==> config.mk <==
export PLATFORM = sky130hd
export DESIGN_NAME = div_core
export DESIGN_NICKNAME = d
export VERILOG_FILES = /design/src/rtl/div_core.sv
export SDC_FILE = /design/constraint.sdc
export NUM_CORES = 1
export LEC_CHECK = 0
export CORE_ASPECT_RATIO = 2
export CORE_MARGIN = 5
export CORE_UTILIZATION = 40
export DETAILED_ROUTE_END_ITERATION = 6
export PLACE_DENSITY = 0.67
export SLEW_MARGIN = 20
export SYNTH_ARGS = -nofsm -noshare
export SYNTH_HDL_FRONTEND = slang
export SYNTH_SLANG_ARGS = --single-unit
==> constraint.sdc <==
create_clock -name clk -period 5.9 [get_ports clk]
set_input_delay 1.475 -clock clk [delete_from_list [all_inputs] [get_ports clk]]
set_output_delay 1.475 -clock clk [all_outputs]
set_load 0.1 [all_outputs]
==> src/rtl/div_core.sv <==
// div_core: 32-bit iterative restoring divider for RISC-V DIV/DIVU/REM/REMU.
// Produces unsigned quotient/remainder magnitudes plus the latched operand sign
// flags, the divisor's two's complement and op_div, so a downstream stage can
// apply the sign fixup. Latency is 32 iterations, or 0 for divide-by-zero.
module div_core #(
    parameter int XLEN = 32
) (
    input  logic            clk,
    input  logic            rst,
    input  logic            start,
    input  logic            kill,
    input  logic [1:0]      op_div,
    input  logic [XLEN-1:0] dividend,
    input  logic [XLEN-1:0] divisor,
    output logic            busy,
    output logic            done,
    output logic [XLEN-1:0] Q,
    output logic [XLEN-1:0] R,
    output logic            Dividend32,
    output logic            Divisor32,
    output logic [XLEN-1:0] Divisor_2C,
    output logic [1:0]      op_div_out
);

    typedef enum logic [1:0] {
        S_IDLE,
        S_RUN,
        S_DONE
    } state_t;

    localparam logic [XLEN-1:0] ONE      = XLEN'(1);
    localparam logic [4:0]      LAST_ITR = 5'd31;

    state_t          state_q, state_d;
    logic [4:0]      cnt_q, cnt_d;
    logic [XLEN:0]   rem_q, rem_d;      // one extra bit: the trial subtract never overflows
    logic [XLEN-1:0] quo_q, quo_d;
    logic [XLEN-1:0] dvs_q, dvs_d;      // divisor magnitude
    logic            sgn_a_q, sgn_a_d;
    logic            sgn_b_q, sgn_b_d;
    logic [XLEN-1:0] d2c_q, d2c_d;
    logic [1:0]      op_q, op_d;

    logic [XLEN-1:0] a_mag;
    logic [XLEN-1:0] b_mag;
    logic [XLEN:0]   rem_sh;
    logic [XLEN-1:0] quo_sh;

    // Operand magnitudes: negate only for signed ops with a set MSB.
    always_comb begin
        a_mag = (!op_div[0] && dividend[XLEN-1]) ? (~dividend + ONE) : dividend;
        b_mag = (!op_div[0] && divisor[XLEN-1])  ? (~divisor + ONE)  : divisor;
    end

    // One restoring step: shift {rem,quo} left by one bit.
    always_comb begin
        rem_sh = {rem_q[XLEN-1:0], quo_q[XLEN-1]};
        quo_sh = {quo_q[XLEN-2:0], 1'b0};
    end

    // Next-state and datapath update.
    always_comb begin
        // NOTE: every signal gets a hold default first, so no path leaves one unassigned and infers a latch.
        state_d = state_q;
        cnt_d   = cnt_q;
        rem_d   = rem_q;
        quo_d   = quo_q;
        dvs_d   = dvs_q;
        sgn_a_d = sgn_a_q;
        sgn_b_d = sgn_b_q;
        d2c_d   = d2c_q;
        op_d    = op_q;

        case (state_q)
            S_IDLE: begin
                if (start && !kill) begin
                    op_d    = op_div;
                    sgn_a_d = dividend[XLEN-1];
                    d2c_d   = ~divisor + ONE;
                    dvs_d   = b_mag;
                    cnt_d   = '0;
                    if (divisor == '0) begin
                        // Divide-by-zero: the divisor flag mirrors the dividend flag so
                        // the sign fixup gives quotient -1 and remainder = dividend.
                        sgn_b_d = dividend[XLEN-1];
                        quo_d   = '1;
                        rem_d   = {1'b0, a_mag};
                        state_d = S_DONE;
                    end else begin
                        sgn_b_d = divisor[XLEN-1];
                        quo_d   = a_mag;
                        rem_d   = '0;
                        state_d = S_RUN;
                    end
                end
            end
            S_RUN: begin
                if (kill) begin
                    state_d = S_IDLE;
                end else begin
                    if (rem_sh >= {1'b0, dvs_q}) begin
                        rem_d = rem_sh - {1'b0, dvs_q};
                        quo_d = quo_sh | ONE;
                    end else begin
                        rem_d = rem_sh;
                        quo_d = quo_sh;
                    end
                    cnt_d = cnt_q + 5'd1;
                    if (cnt_q == LAST_ITR) begin
                        state_d = S_DONE;
                    end
                end
            end
            S_DONE: begin
                state_d = S_IDLE;
            end
            default: begin
                state_d = S_IDLE;
            end
        endcase
    end

    // State and datapath registers with asynchronous clear.
    always_ff @(posedge clk or posedge rst) begin
        if (rst) begin
            state_q <= S_IDLE;
            cnt_q   <= '0;
            rem_q   <= '0;
            quo_q   <= '0;
            dvs_q   <= '0;
            sgn_a_q <= 1'b0;
            sgn_b_q <= 1'b0;
            d2c_q   <= '0;
            op_q    <= '0;
        end else begin
            // NOTE: non-blocking assignments here so every register samples pre-edge values.
            state_q <= state_d;
            cnt_q   <= cnt_d;
            rem_q   <= rem_d;
            quo_q   <= quo_d;
            dvs_q   <= dvs_d;
            sgn_a_q <= sgn_a_d;
            sgn_b_q <= sgn_b_d;
            d2c_q   <= d2c_d;
            op_q    <= op_d;
        end
    end

    // Outputs: status decoded from state, results straight from registers.
    always_comb begin
        busy       = (state_q != S_IDLE);
        done       = (state_q == S_DONE);
        Q          = quo_q;
        R          = rem_q[XLEN-1:0];
        Dividend32 = sgn_a_q;
        Divisor32  = sgn_b_q;
        Divisor_2C = d2c_q;
        op_div_out = op_q;
    end

endmodule
Word level (Yosys, flattened, before mapping)
Cells that the tools add are included.

storage, ports and cells
  flip-flop bits (word level) = 139
  input bits = 70
  output and inout bits = 102
  word-level logic and storage cells = 55

operators by class
  add/sub/neg operators = 4
  order comparisons = 1
  equal/unequal tests = 6
  multiplexer cells = 21
  bitwise logic cells = 2
  reductions and logical operators = 12

operators by type and width
  kind                   count
  $mux 32                9
  $pmux 32 s2            2
  $add 32x1->32 const B  2
  $not 32->32            2
  $ge 33x32->1           1
  $logic_not 32->1       1
  $sub 32x32->32         1
  $mux 5                 2
  $pmux 5 s2             1
  $mux 2                 4
  $add 5x1->5 const B    1
  $eq 5x5->1 const B     1
  $ne 2x2->1 const B     2
  $pmux 2 s2             1
  $reduce_and 2->1       2
  $reduce_bool 2->1      2
  $logic_and 1x1->1      3
  $ne 3x3->1 const B     1
  $reduce_and 3->1       1
  $eq 2x1->1 const B     1
  $eq 2x2->1 const B     1
  $logic_not 1->1        2
  $logic_not 2->1        1
  $mux 1                 2

Depth between registers and ports, before layout
Gate-level depths: netlist of the first run.

  word-level depth = 6
  mapped depth = 13
  mapped depth without buffers = 12

Least setup slack after synthesis of the first run
Ideal clock, no wire load.

  kind = in2reg
  start = input dividend[0]
  end = register rem_q[30]
  library setup time = 122 ps
  arrival time = 3,500 ps
  required time = 5,778 ps
  slack = 2,278 ps
  cell stages on the path = 10
  buffers on the path = 0
  cell sequence = inv_1 -> ha_1 -> nor4b_1 -> and2_1 -> a31oi_1 -> a311oi_1 -> o21ai_0 -> a2111oi_0 -> nor2_1 -> o211a_1

on the way
  cells in the longest elaborated chain, start to end = 6

ends and longest elaborated chain
  what                  line  source
  from (decl)           13    input logic [XLEN-1:0] dividend,
  $not 32->32           51    a_mag = (!op_div[0] && dividend[XLEN-1]) ? (~dividend + ONE) : dividend;
  $add 32x1->32         51
  $mux 32               51
  $mux 32               82    if (divisor == '0) begin
  $mux 32               76    if (start && !kill) begin
  $pmux 32 s2           74    case (state_q)
  to (signal assigned)  139   rem_q <= rem_d;
  to (decl)             36    logic [XLEN:0] rem_q, rem_d;

Every way passes these cells. The select of a mux whose other input is x is not followed.
A chain may end at the register's enable or synchronous reset.

Worst setup path after layout of the first run
  start = input divisor[3]
  end = register dvs_q[23]

on the way
  cells in the longest elaborated chain, start to end = 3

ends and longest elaborated chain
  what                  line  source
  from (decl)           14    input logic [XLEN-1:0] divisor,
  $not 32->32           52    b_mag = (!op_div[0] && divisor[XLEN-1]) ? (~divisor + ONE) : divisor;
  $add 32x1->32         52
  $mux 32               52
  to (signal assigned)  141   dvs_q <= dvs_d;
  to (decl)             38    logic [XLEN-1:0] dvs_q, dvs_d;

Every way passes these cells.

==> qor.csv, run 1 <==
stage,metric,value,unit
clock_tree,cts_made_buffers,17,
setup_path,rr_endpoint,rem_q[19],
sta,fin_ws,1.572,ns
power,power_density,579.3,nW/um^2
logic_synthesis,synth.most_common_cell,nand2_1,
finish,area_growth_syn_to_layout,25.45,%
logic_synthesis,ys_top_cells_by_count,"nand2_1 (148), dfrtp_1 (138), o21ai_0 (131)",
logic_synthesis,netlist_area,9794,um^2
setup_path,ff2ff_path_depth,9,
power,seqPwrFrac,21.2,%
route,first_pass_iters,5,
logic_synthesis,synthMuxAreaShare,0.7154,%
clock_tree,ctsRootBufferMaster,clkbuf_16,
floorplan,die-area,27910,um^2
logic_synthesis,syn_area_per_cell,7.989,um^2
power,p_clk_share,15.4,%
grt,grt_first_pass_wirelength,53990,um
sta,hold_viol,0,
status,status,"finished, final reports clean",
sta,setup-tns-final,0,ns
clock_tree,hold_buffers,0,
setup_path,cp-end-kind,register,
route,via_count,9730,
setup_path,slowest_delay,0.66,ns
clock_tree,clock_sinks,138,
logic_synthesis,synth.top_cell.area_share,35.26,%
logic_synthesis,synth_top_family_by_area,simple AND/OR/NAND/NOR gates,
placement,place_ws,1.119,ns
sta,fin_skew,0.007644,ns
sta,finalCriticalPeriod,4.328,ns
floorplan,rows,81,
power,swShare,55.64,%
logic_synthesis,synth.distinct_cells,79,
floorplan,die_x,120.7,um
logic_synthesis,yosysTopAreaCell,dfrtp_1,
sta,finalMaxSlewViolations,0,
placement,place_inst,1625,
route,drtIter0Drc,669,
clock_tree,cts_tree,done,
placement,postPlaceCellArea,11690,um^2
logic_synthesis,synthSimpleGateAreaFrac,23.21,%
sta,setup_viol,0,
setup_path,endpoint,dvs_q[23],
setup_path,cp_max_fo,7,
setup_path,r2r-start,rem_q[28],
floorplan,initial_utilization,40.27,%
floorplan,coreArea,24320,um^2
finish,fin_nets,1461,
grt,overflow,0,
sta,grt_setup_unrepaired,no,
worst_hold_path,hold_path_class,reg -> reg,
setup_path,critPathMostFrequentCell,nor3_1,
power,totalPowerFinal,7.117,mW
sta,slew_headroom,29.07,%
setup_path,cpMaxStageDelayCell,nor3b_1,
logic_synthesis,async_flop_share,100.0,%
run,drv_cap,0,
logic_synthesis,yosys_warnings,0,
route,wire_per_inst,21.06,um
route,drc,0,
clock_tree,clk_pin_slew,0.06,ns
logic_synthesis,synthCells,1226,
logic_synthesis,synth_flop_cell,dfrtp_1,
floorplan,io_pins,172,
setup_path,startpoint,divisor[3],
finish,drive_above_1_share,5.999,%
clock_tree,cts.path.max_buffers,2,
power,peakVddDrop,0.2419,mV
sta,min_period_over_period,73.35,%
route,routed_wl,34920,um
placement,gp_congestion,0.9673,
grt,groute.usage.overall,25.19,%
clock_tree,clk_latency,0.44,ns
finish,instances_no_fill,1658,
power,p_sw,3.960,mW
grt,grt_max_degree,126,
clock_tree,post_cts_buffers,0,
logic_synthesis,syn-num-nets,1333,
power,combPwrFrac,63.4,%
logic_synthesis,synth_adder_area_share,4.803,%
finish,fin_area,12290,um^2
setup_path,r2r_slack,1.88,ns
setup_path,required,6.17,ns
logic_synthesis,ys_seq_area_share,35.26,%
setup_path,path_class,in -> reg,
route,viasPerCell,5.869,
placement,dp_hpwl,26870,um
power,leakagePower,5.157,nW
logic_synthesis,ys_seq_elements,138,
sta,fmaxAchievable,231.1,MHz
grt,grt_pass1_vias,9693,
clock_tree,ctsResizeCount,0,
logic_synthesis,synth_area_leaders,"dfrtp_1 (35%), o21ai_0 (6.7%), xnor2_1 (5.7%), nand2_1 (5.7%), a21oi_1 (5.5%)",
logic_synthesis,synth-edff-count,0,
clock_tree,cts.htree.levels,4,
placement,numPortBuffers,171,
logic_synthesis,synth_compound_area_share,21.33,%
setup_path,path_cells,clkdlybuf4s50_1 -> nor3_1 -> nand4_1 -> nor3b_1 -> nand2_1 -> nor3_1 -> nor2_1 -> xnor2_1 -> o21ai_0,
logic_synthesis,synth_xor_area_share,9.568,%
sta,worstMarginPinSlew,1.064,ns
route,antenna_left,0,
grt,grt_antenna_before_repair,1,
power,p_int,3.158,mW
setup_path,arrival,4.60,ns
setup_path,startpoint_type,input pin,
floorplan,die_h,231.3,um
cells by family (layout without fill, tap and decap cells):
| group | Yosys count | in the layout |
|---|---|---|
| flip-flops | 138 | 138 |
| AND/OR/NAND/NOR | 463 | 463 |
| buffers and inverters | 123 | 264 |
| adder cells (fa/ha/maj) | 37 | 37 |
| multiplexers | 7 | 7 |
| AO/OA/AOI/OAI | 351 | 351 |
| XOR/XNOR | 107 | 107 |
| other | 0 | 1 |
per-layer routing:
layer | share of wire (%) | GRT usage (%) | vias up | routed length, um
met2 | 51 | 44.60 | 362 | 17980
li1 | - | - | 4600 | -
met4 | 8.7 | 19.50 | 0 | 3029
met3 | 4.6 | 4.176 | 131 | 1622
met1 | 35 | 25.97 | 4637 | 12290
met5 | 0 | 0 | - | 0
final cells by class:
| cell class | count | area, um^2 |
|---|---|---|
| repair buffers | 186 | 1824 |
| diodes | 1 | 2.502 |
| multi-input cells | 965 | 5872 |
| fillers | 2367 | 12040 |
| clock buffers | 19 | 452.9 |
| flip-flops and latches | 138 | 3453 |
| well taps | 290 | 362.8 |
| inverters | 46 | 177.7 |
| clock inverters | 13 | 141.4 |
power by group through the flow:
| stage | registers, mW | logic [mW] | clock network (mW) |
|---|---|---|---|
| floorplan | 2.93 | 1.83 | 0 |
| global placement | 1.52 | 4.42 | 0 |
| detailed placement | 1.52 | 4.46 | 0 |
| CTS | 1.50 | 4.47 | 1.11 |
| global route | 1.54 | 4.78 | 1.15 |
| finish | 1.51 | 4.51 | 1.10 |
layout by cell type, fill, tap and decap left out, types with 4 or more instances in the layout:
cell type,n
inv_1,45
or2_2,5
nor3_1,39
or3_1,7
nand3b_1,5
o21a_1,4
o21ai_0,131
a21o_1,11
a211oi_1,11
clkbuf_16,17
a21oi_1,107
xnor2_1,64
a31oi_1,16
o22ai_1,8
nand3_1,35
inv_6,5
nand2_1,147
ha_1,36
nand2b_1,11
mux2i_1,7
nor2b_1,10
nor3b_1,4
o31ai_1,7
clkdlybuf4s50_1,171
dfrtp_1,138
o211ai_1,11
and3_1,12
nor4_1,11
nand4_1,17
buf_4,15
xor2_1,43
and2_1,9
nor2_1,118
or4_4,5
state kept, by name, indices dropped and copies added (netlist names):
signal      count
state_q         2
rem_q          32
Q              32
Divisor32       1
dvs_q          32
Divisor_2C     31
Dividend32      1
cnt_q           5
op_div_out      2
critical path, delay by kind of cell:
kind                      cells  cell delay, ns
and+or+nand+nor               6            2.33
buffers and inverters         1            0.50
xor gates and xnor gates      1            0.19
AOI/OAI and AO/OA             1            0.09
worst min-delay path by stage:
stage | from | end | slack [ns] | depth (start not counted)
5_1_grt | dvs_q[11] | dvs_q[11] | 0.51 | 2
6_report | dvs_q[29] | dvs_q[29] | 0.48 | 2
2_1_floorplan | cnt_q[4] | cnt_q[4] | 0.45 | 2
3_5_place_dp | dvs_q[26] | dvs_q[26] | 0.47 | 2
4_1_cts | dvs_q[26] | dvs_q[26] | 0.48 | 2
3_3_place_gp | Divisor_2C[16] | Divisor_2C[16] | 0.45 | 2
metrics by stage:
step           hold slack, ns  utilization [%]
5_1_grt                0.5082            50.51
2_1_floorplan          0.4453                -
3_5_place_dp           0.4699            48.04
3_3_place_gp           0.4537            48.01
4_1_cts                0.4839            50.48
6_report               0.4780            50.51
No activity file was read; power rests on OpenSTA's default activity.
==> run 2, diff against run 1 <==
- PLACE_DENSITY: 0.67 -> 0.7
- clock period: 5.9 -> 3.74 ns (I/O delays scaled with it)
==> run 2 against run 1 <==
  * Design area is 3.3% higher
  * Critical path depth increased by 1
  * Worst setup slack lost 1.4 ns
  * Sequential power rose by 56%
  * Clock-buffer cell count grew 2
  * Sequential share of layout area down 0.89 points
  * Utilization is 1.7 points higher
  * Final cell count rose by 4.5%
  * Global-route usage grew 0.77 points
  * Worst hold slack about the same
  * Non-clock buffer count increased by 75
  * Via count increased by 1.6%
  * Critical endpoint is now rem_q[11]
==> qor.csv, run 2 (synthesized netlist as in run 1, its figures left out) <==
stage,metric,value,unit,change
status,status,"finished, final reports clean",,
power,leakagePower,5.619,nW,+9.0%
sta,fmaxAchievable,282.9,MHz,
route,routed_wl,36050,um,+3.2%
clock_tree,clk_pin_slew,0.06,ns,about the same
floorplan,rows,81,,unchanged
finish,seq_area,3453,um^2,unchanged
setup_path,slowest_delay,0.70,ns,+0.04 ns
grt,overflow,0,,unchanged
floorplan,die_x,120.7,um,unchanged
route,wirelength_met1,12410,um,+1.0%
setup_path,required,4.11,ns,-2.06 ns
route,top_layer,met4,,
setup_path,cp_max_fo,19,,+12
worst_hold_path,hold_path_class,reg -> reg,,
route,met3_wirelength,1702,um,+4.9%
route,antenna_left,0,,unchanged
clock_tree,post_cts_buffers,0,,unchanged
floorplan,die_h,231.3,um,unchanged
sta,grt_setup_unrepaired,no,,
finish,fin_nets,1536,,+5.1%
finish,fillers,2357,,-0.42%
clock_tree,clock_sinks,138,,unchanged
grt,grt_pass1_vias,10140,,+4.6%
clock_tree,cts.htree.levels,4,,unchanged
clock_tree,cts_tree,done,,
power,peakVddDrop,0.4698,mV,+94%
clock_tree,ctsRootBufferMaster,clkbuf_16,,
setup_path,cp-end-kind,register,,
setup_path,r2r-start,rem_q[27],,
sta,finalCriticalPeriod,3.534,ns,
clock_tree,cts_made_buffers,17,,unchanged
power,totalPowerFinal,11.23,mW,+58%
clock_tree,hold_buffers,0,,unchanged
run,drv_cap,0,,unchanged
sta,setup_viol,0,,unchanged
finish,n_antenna_cell,0,,-1
clock_tree,cts.path.max_buffers,2,,unchanged
placement,place_ws,-0.05580,ns,-1.175 ns
worst_hold_path,hp-start,dvs_q[25],,
setup_path,rr_endpoint,rem_q[11],,
grt,groute.usage.overall,25.96,%,+0.77 points
setup_path,path_cells,ha_1 -> and3_1 -> a221o_1 -> a221oi_1 -> o211ai_1 -> nor2_2 -> buf_4 -> nor4_1 -> nor3_1 -> a221o_1,,
finish,instances_no_fill,1732,,+4.5%
grt,grt_max_degree,146,,+16%
route,viasPerCell,5.706,,-2.8%
power,power_density,885.4,nW/um^2,+53%
finish,multi_input_area,5861,um^2,-0.19%
setup_path,ff2ff_path_depth,10,,+1
setup_path,r2r_slack,0.21,ns,-1.67 ns
setup_path,path_class,reg -> reg,,
floorplan,io_pins,172,,unchanged
setup_path,critPathMostFrequentCell,a221o_1,,
placement,gp_congestion,0.9955,,+2.9%
route,wire_per_inst,20.81,um,-1.2%
setup_path,arrival,3.91,ns,-0.69 ns
sta,finalMaxSlewViolations,0,,unchanged
route,drtIter0Drc,663,,-0.90%
route,first_pass_iters,7,,+2
sta,worstMarginPinSlew,1.002,ns,-0.06167 ns
setup_path,startpoint_type,register,,
route,met2_length,18730,um,+4.2%
finish,area_growth_syn_to_layout,29.55,%,
floorplan,coreArea,24320,um^2,unchanged
finish,layout_common_cells,"buf_4 (162), nand2_1 (147), dfrtp_1 (138)",,
route,drc,0,,unchanged
route,via_count,9883,,+1.6%
floorplan,initial_utilization,40.27,%,unchanged
sta,min_period_over_period,94.50,%,
clock_tree,ctsResizeCount,0,,unchanged
sta,fin_skew,0.008565,ns,+0.0009211 ns
floorplan,die-area,27910,um^2,unchanged
worst_hold_path,min_path_cells,2,,unchanged
finish,drive_above_1_share,16.23,%,+10 points
placement,dp_hpwl,28460,um,+5.9%
sta,slew_headroom,32.97,%,+3.9 points
clock_tree,clk_latency,0.44,ns,about the same
worst_hold_path,min_to,dvs_q[25],,
grt,grt_antenna_before_repair,0,,-1
sta,fin_ws,0.2056,ns,-1.367 ns
placement,numPortBuffers,171,,unchanged
placement,place_inst,1700,,+4.6%
finish,final_common_cell,buf_4,,
grt,grt_first_pass_wirelength,55350,um,+2.5%
setup_path,cpMaxStageDelayCell,nor2_2,,
sta,hold_viol,0,,unchanged
==> run 2: cell count changes in the layout (fill, tap and decap cells not counted), sizes merged <==
cell	before	now
clkdlybuf4s50	171	92
diode	1	0
clkinv	4	9
clkbuf	19	21
clkinvlp	3	2
inv	50	45
buf	15	169
bufinv	2	1
==> run 2: how the worst max path moves through the flow <==
stage,start,end,depth (start not counted)
after global placement,dividend[1],rem_q[26],11
after floorplan,rem_q[27],rem_q[26],12
after CTS,rem_q[27],rem_q[11],10
final,rem_q[27],rem_q[11],10
after global routing,rem_q[27],rem_q[11],10
after detailed placement,dividend[1],rem_q[26],11
==> run 2: stage by stage <==
stage | hold slack [ns] | instance area, um^2 | utilization [%] | setup TNS (ns)
2_1_floorplan | 0.4453 | 9798 | - | 0
5_1_grt | 0.5027 | 12690 | 52.17 | 0
3_5_place_dp | 0.4675 | 12130 | 49.87 | -0.05580
3_3_place_gp | 0.4512 | 12130 | 49.87 | 0
6_report | 0.4783 | 12690 | 52.17 | 0
4_1_cts | 0.4829 | 12690 | 52.17 | 0
==> run 2: critical path: cells and delay by family, from the launching register on <==
family | cells | cell delay [ns]
flops | 1 | 0.42
compound gates | 4 | 1.21
buf+inv | 1 | 0.29
simple gates | 4 | 1.12
fa+ha+maj | 1 | 0.43
==> run 2: area by class of cell <==
class,count,area share (%)
clock inverter,11,0.7692
timing repair buffer,261,17.95
sequential,138,27.22
clock buffer,21,3.629
inverter,46,1.390
tap,290,2.860
multi-input combinational,965,46.19
==> run 2: routing by layer <==
metal | track usage, % | up-vias
met1 | 25.88 | 4642
li1 | - | 4746
met2 | 46.51 | 358
met5 | 0 | -
met4 | 20.89 | 0
met3 | 4.396 | 137
==> run 2: where the power goes <==
part	switching (mW)	internal, mW
registers	0.455	1.91
clock network	0.654	0.945
logic	5.15	2.12
==> run 3, diff against run 2 <==
- REMOVE_ABC_BUFFERS: not set -> 1
==> run 3 against run 2 <==
  * Global-route usage fell by 0.23 points
  * Critical path depth shrank 1
  * Largest cell class unchanged
  * Clock-buffer cell count fell by 2
  * Register-to-register slack better by 0.22 ns
  * Maximum frequency increased by 6.5%
  * Routed wire length down 1.7%
  * Sequential share of layout area fell by 0.17 points
  * Worst hold slack better by 0.0050 ns
  * Non-clock buffer count rose by 9
  * Via count grew 0.84%
==> qor.csv, run 3 (synthesized netlist as in run 1, its figures left out) <==
stage,metric,value,unit,change
setup_path,cp_max_fo,15,,-4
finish,fillers,2327,,-1.3%
grt,grt_pass1_vias,10100,,-0.37%
finish,final_core_util,52.49,%,+0.33 points
placement,gp_congestion,0.9464,,-4.9%
grt,grt_max_degree,146,,unchanged
clock_tree,ctsRootBufferMaster,clkbuf_16,,
finish,fin_area,12770,um^2,+0.63%
sta,fin_ws,0.4199,ns,+0.2143 ns
route,drtIter0Drc,641,,-3.3%
route,via_count,9966,,+0.84%
finish,final_common_cell,buf_4,,
sta,hold_viol,0,,unchanged
placement,dp_hpwl,27560,um,-3.2%
sta,setup_viol,0,,unchanged
sta,min_period_over_period,88.77,%,-5.7 points
route,drc,0,,unchanged
floorplan,die-area,27910,um^2,unchanged
setup_path,path_cells,clkdlybuf4s50_1 -> or3_1 -> or4_4 -> nor4_4 -> nand3_2 -> buf_12 -> nor3_1 -> a211oi_1 -> a31oi_1,,
status,status,"finished, final reports clean",,
floorplan,coreArea,24320,um^2,unchanged
worst_hold_path,hold_path_class,reg -> reg,,
route,antenna_left,0,,unchanged
finish,fin_nets,1545,,+0.59%
clock_tree,clk_pin_slew,0.07,ns,about the same
setup_path,path_buf_inv,2,,+1
floorplan,die_h,231.3,um,unchanged
floorplan,die_x,120.7,um,unchanged
floorplan,initial_utilization,40.27,%,unchanged
setup_path,cpMaxStageDelayCell,or4_4,,
setup_path,slowest_delay,0.55,ns,-0.15 ns
sta,slew_headroom,34.96,%,+2.0 points
sta,finalMaxSlewViolations,0,,unchanged
route,routed_wl,35450,um,-1.7%
floorplan,rows,81,,unchanged
placement,numPortBuffers,171,,unchanged
setup_path,cp-end-kind,register,,
clock_tree,cts_tree,done,,
route,first_pass_iters,7,,unchanged
clock_tree,cts.htree.levels,4,,unchanged
setup_path,path_class,in -> reg,,
setup_path,arrival,3.69,ns,-0.22 ns
grt,grt_first_pass_wirelength,55560,um,+0.37%
grt,overflow,0,,unchanged
clock_tree,hold_buffers,0,,unchanged
clock_tree,ctsResizeCount,0,,unchanged
sta,hold-worst-slack,0.4833,ns,+0.004976 ns
clock_tree,cts_made_buffers,17,,unchanged
grt,groute.usage.overall,25.73,%,-0.23 points
finish,area_growth_syn_to_layout,30.37,%,
clock_tree,clock_sinks,138,,unchanged
clock_tree,clk_latency,0.45,ns,about the same
run,drv_cap,0,,unchanged
sta,finalCriticalPeriod,3.320,ns,-0.2143 ns
floorplan,io_pins,172,,unchanged
power,leakagePower,5.669,nW,+0.89%
power,power_density,872.0,nW/um^2,-1.5%
placement,place_ws,-0.06937,ns,-0.01358 ns
sta,fin_skew,0.008687,ns,+0.0001217 ns
power,peakVddDrop,0.4712,mV,+0.31%
clock_tree,post_cts_buffers,0,,unchanged
finish,drive_above_1_share,17.02,%,+0.80 points
sta,worstMarginPinSlew,0.9725,ns,-0.02983 ns
clock_tree,cts.path.max_buffers,2,,unchanged
route,viasPerCell,5.718,,+0.20%
sta,fmaxAchievable,301.2,MHz,+6.5%
finish,layout_common_cells,"buf_4 (175), nand2_1 (147), dfrtp_1 (138)",,
setup_path,cp_top_family,simple AND/OR/NAND/NOR gates,,
grt,grt_antenna_before_repair,2,,+2
sta,grt_setup_unrepaired,no,,
route,wire_per_inst,20.34,um,-2.3%
power,totalPowerFinal,11.13,mW,-0.89%
setup_path,required,4.11,ns,about the same
placement,postPlaceCellArea,12180,um^2,+0.38%
setup_path,startpoint_type,input pin,,
-- run 3: cell count changes in the layout (fill, tap and decap cells not counted), sizes merged --
cell           before  now
clkbuf             21   19
clkinv              9    4
inv                45   51
clkdlybuf4s50      92   89
buf               169  181
diode               0    2
clkinvlp            2    3
-- run 3: worst paths after layout --
check / startpoint / endpoint / slack, ns / cells past startpoint
setup / recovery: divisor[4] / rem_q[14] / 0.42 / 9
hold / removal: Divisor_2C[1] / Divisor_2C[1] / 0.48 / 2
setup reg to reg: rem_q[25] / rem_q[13] / 0.43 / 10
hold reg to reg: Divisor_2C[1] / Divisor_2C[1] / 0.48 / 2
max in group asynchronous: rst / dvs_q[31] / 2.12 / 3
min in group asynchronous: rst / Dividend32 / 0.93 / 2
-- run 3: cell type report --
class | instances | area, um^2 | share of cell area [%]
Clock inverter | 13 | 133.9 | 1.049
Inverter | 46 | 177.7 | 1.391
Clock buffer | 19 | 452.9 | 3.547
Sequential cell | 138 | 3453 | 27.05
Tap cell | 290 | 362.8 | 2.842
Multi-Input combinational cell | 965 | 5858 | 45.88
Antenna cell | 2 | 5.005 | 0.03920
Timing Repair Buffer | 270 | 2325 | 18.21
-- run 3: worst min-delay path, cell delays in order (launching register included) --
cell	delay [ns]
dfrtp_1	0.35
nand2_1	0.05
nand2_1	0.06
-- run 3: power by group --
part	internal [mW]	total, mW	switching (mW)
clock	0.966	1.73	0.760
combinational	2.06	7.07	5.02
sequential	1.90	2.33	0.430
-- run 3: per-stage QoR --
stage,std cells,TNS (ns)
6_report,1743,0
4_1_cts,1741,0
3_3_place_gp,1709,-0.03717
5_1_grt,1743,0
2_1_floorplan,1149,-168.70
3_5_place_dp,1709,-0.06937
-- run 3: layer usage --
| metal | global-route usage (%) | share of wire, % | up-vias |
|---|---|---|---|
| met5 | 0 | 0 | - |
| met4 | 17.52 | 7.4 | 0 |
| met3 | 4.444 | 4.5 | 115 |
| met2 | 46.40 | 53 | 355 |
| met1 | 26.72 | 35 | 4723 |
| li1 | - | - | 4773 |
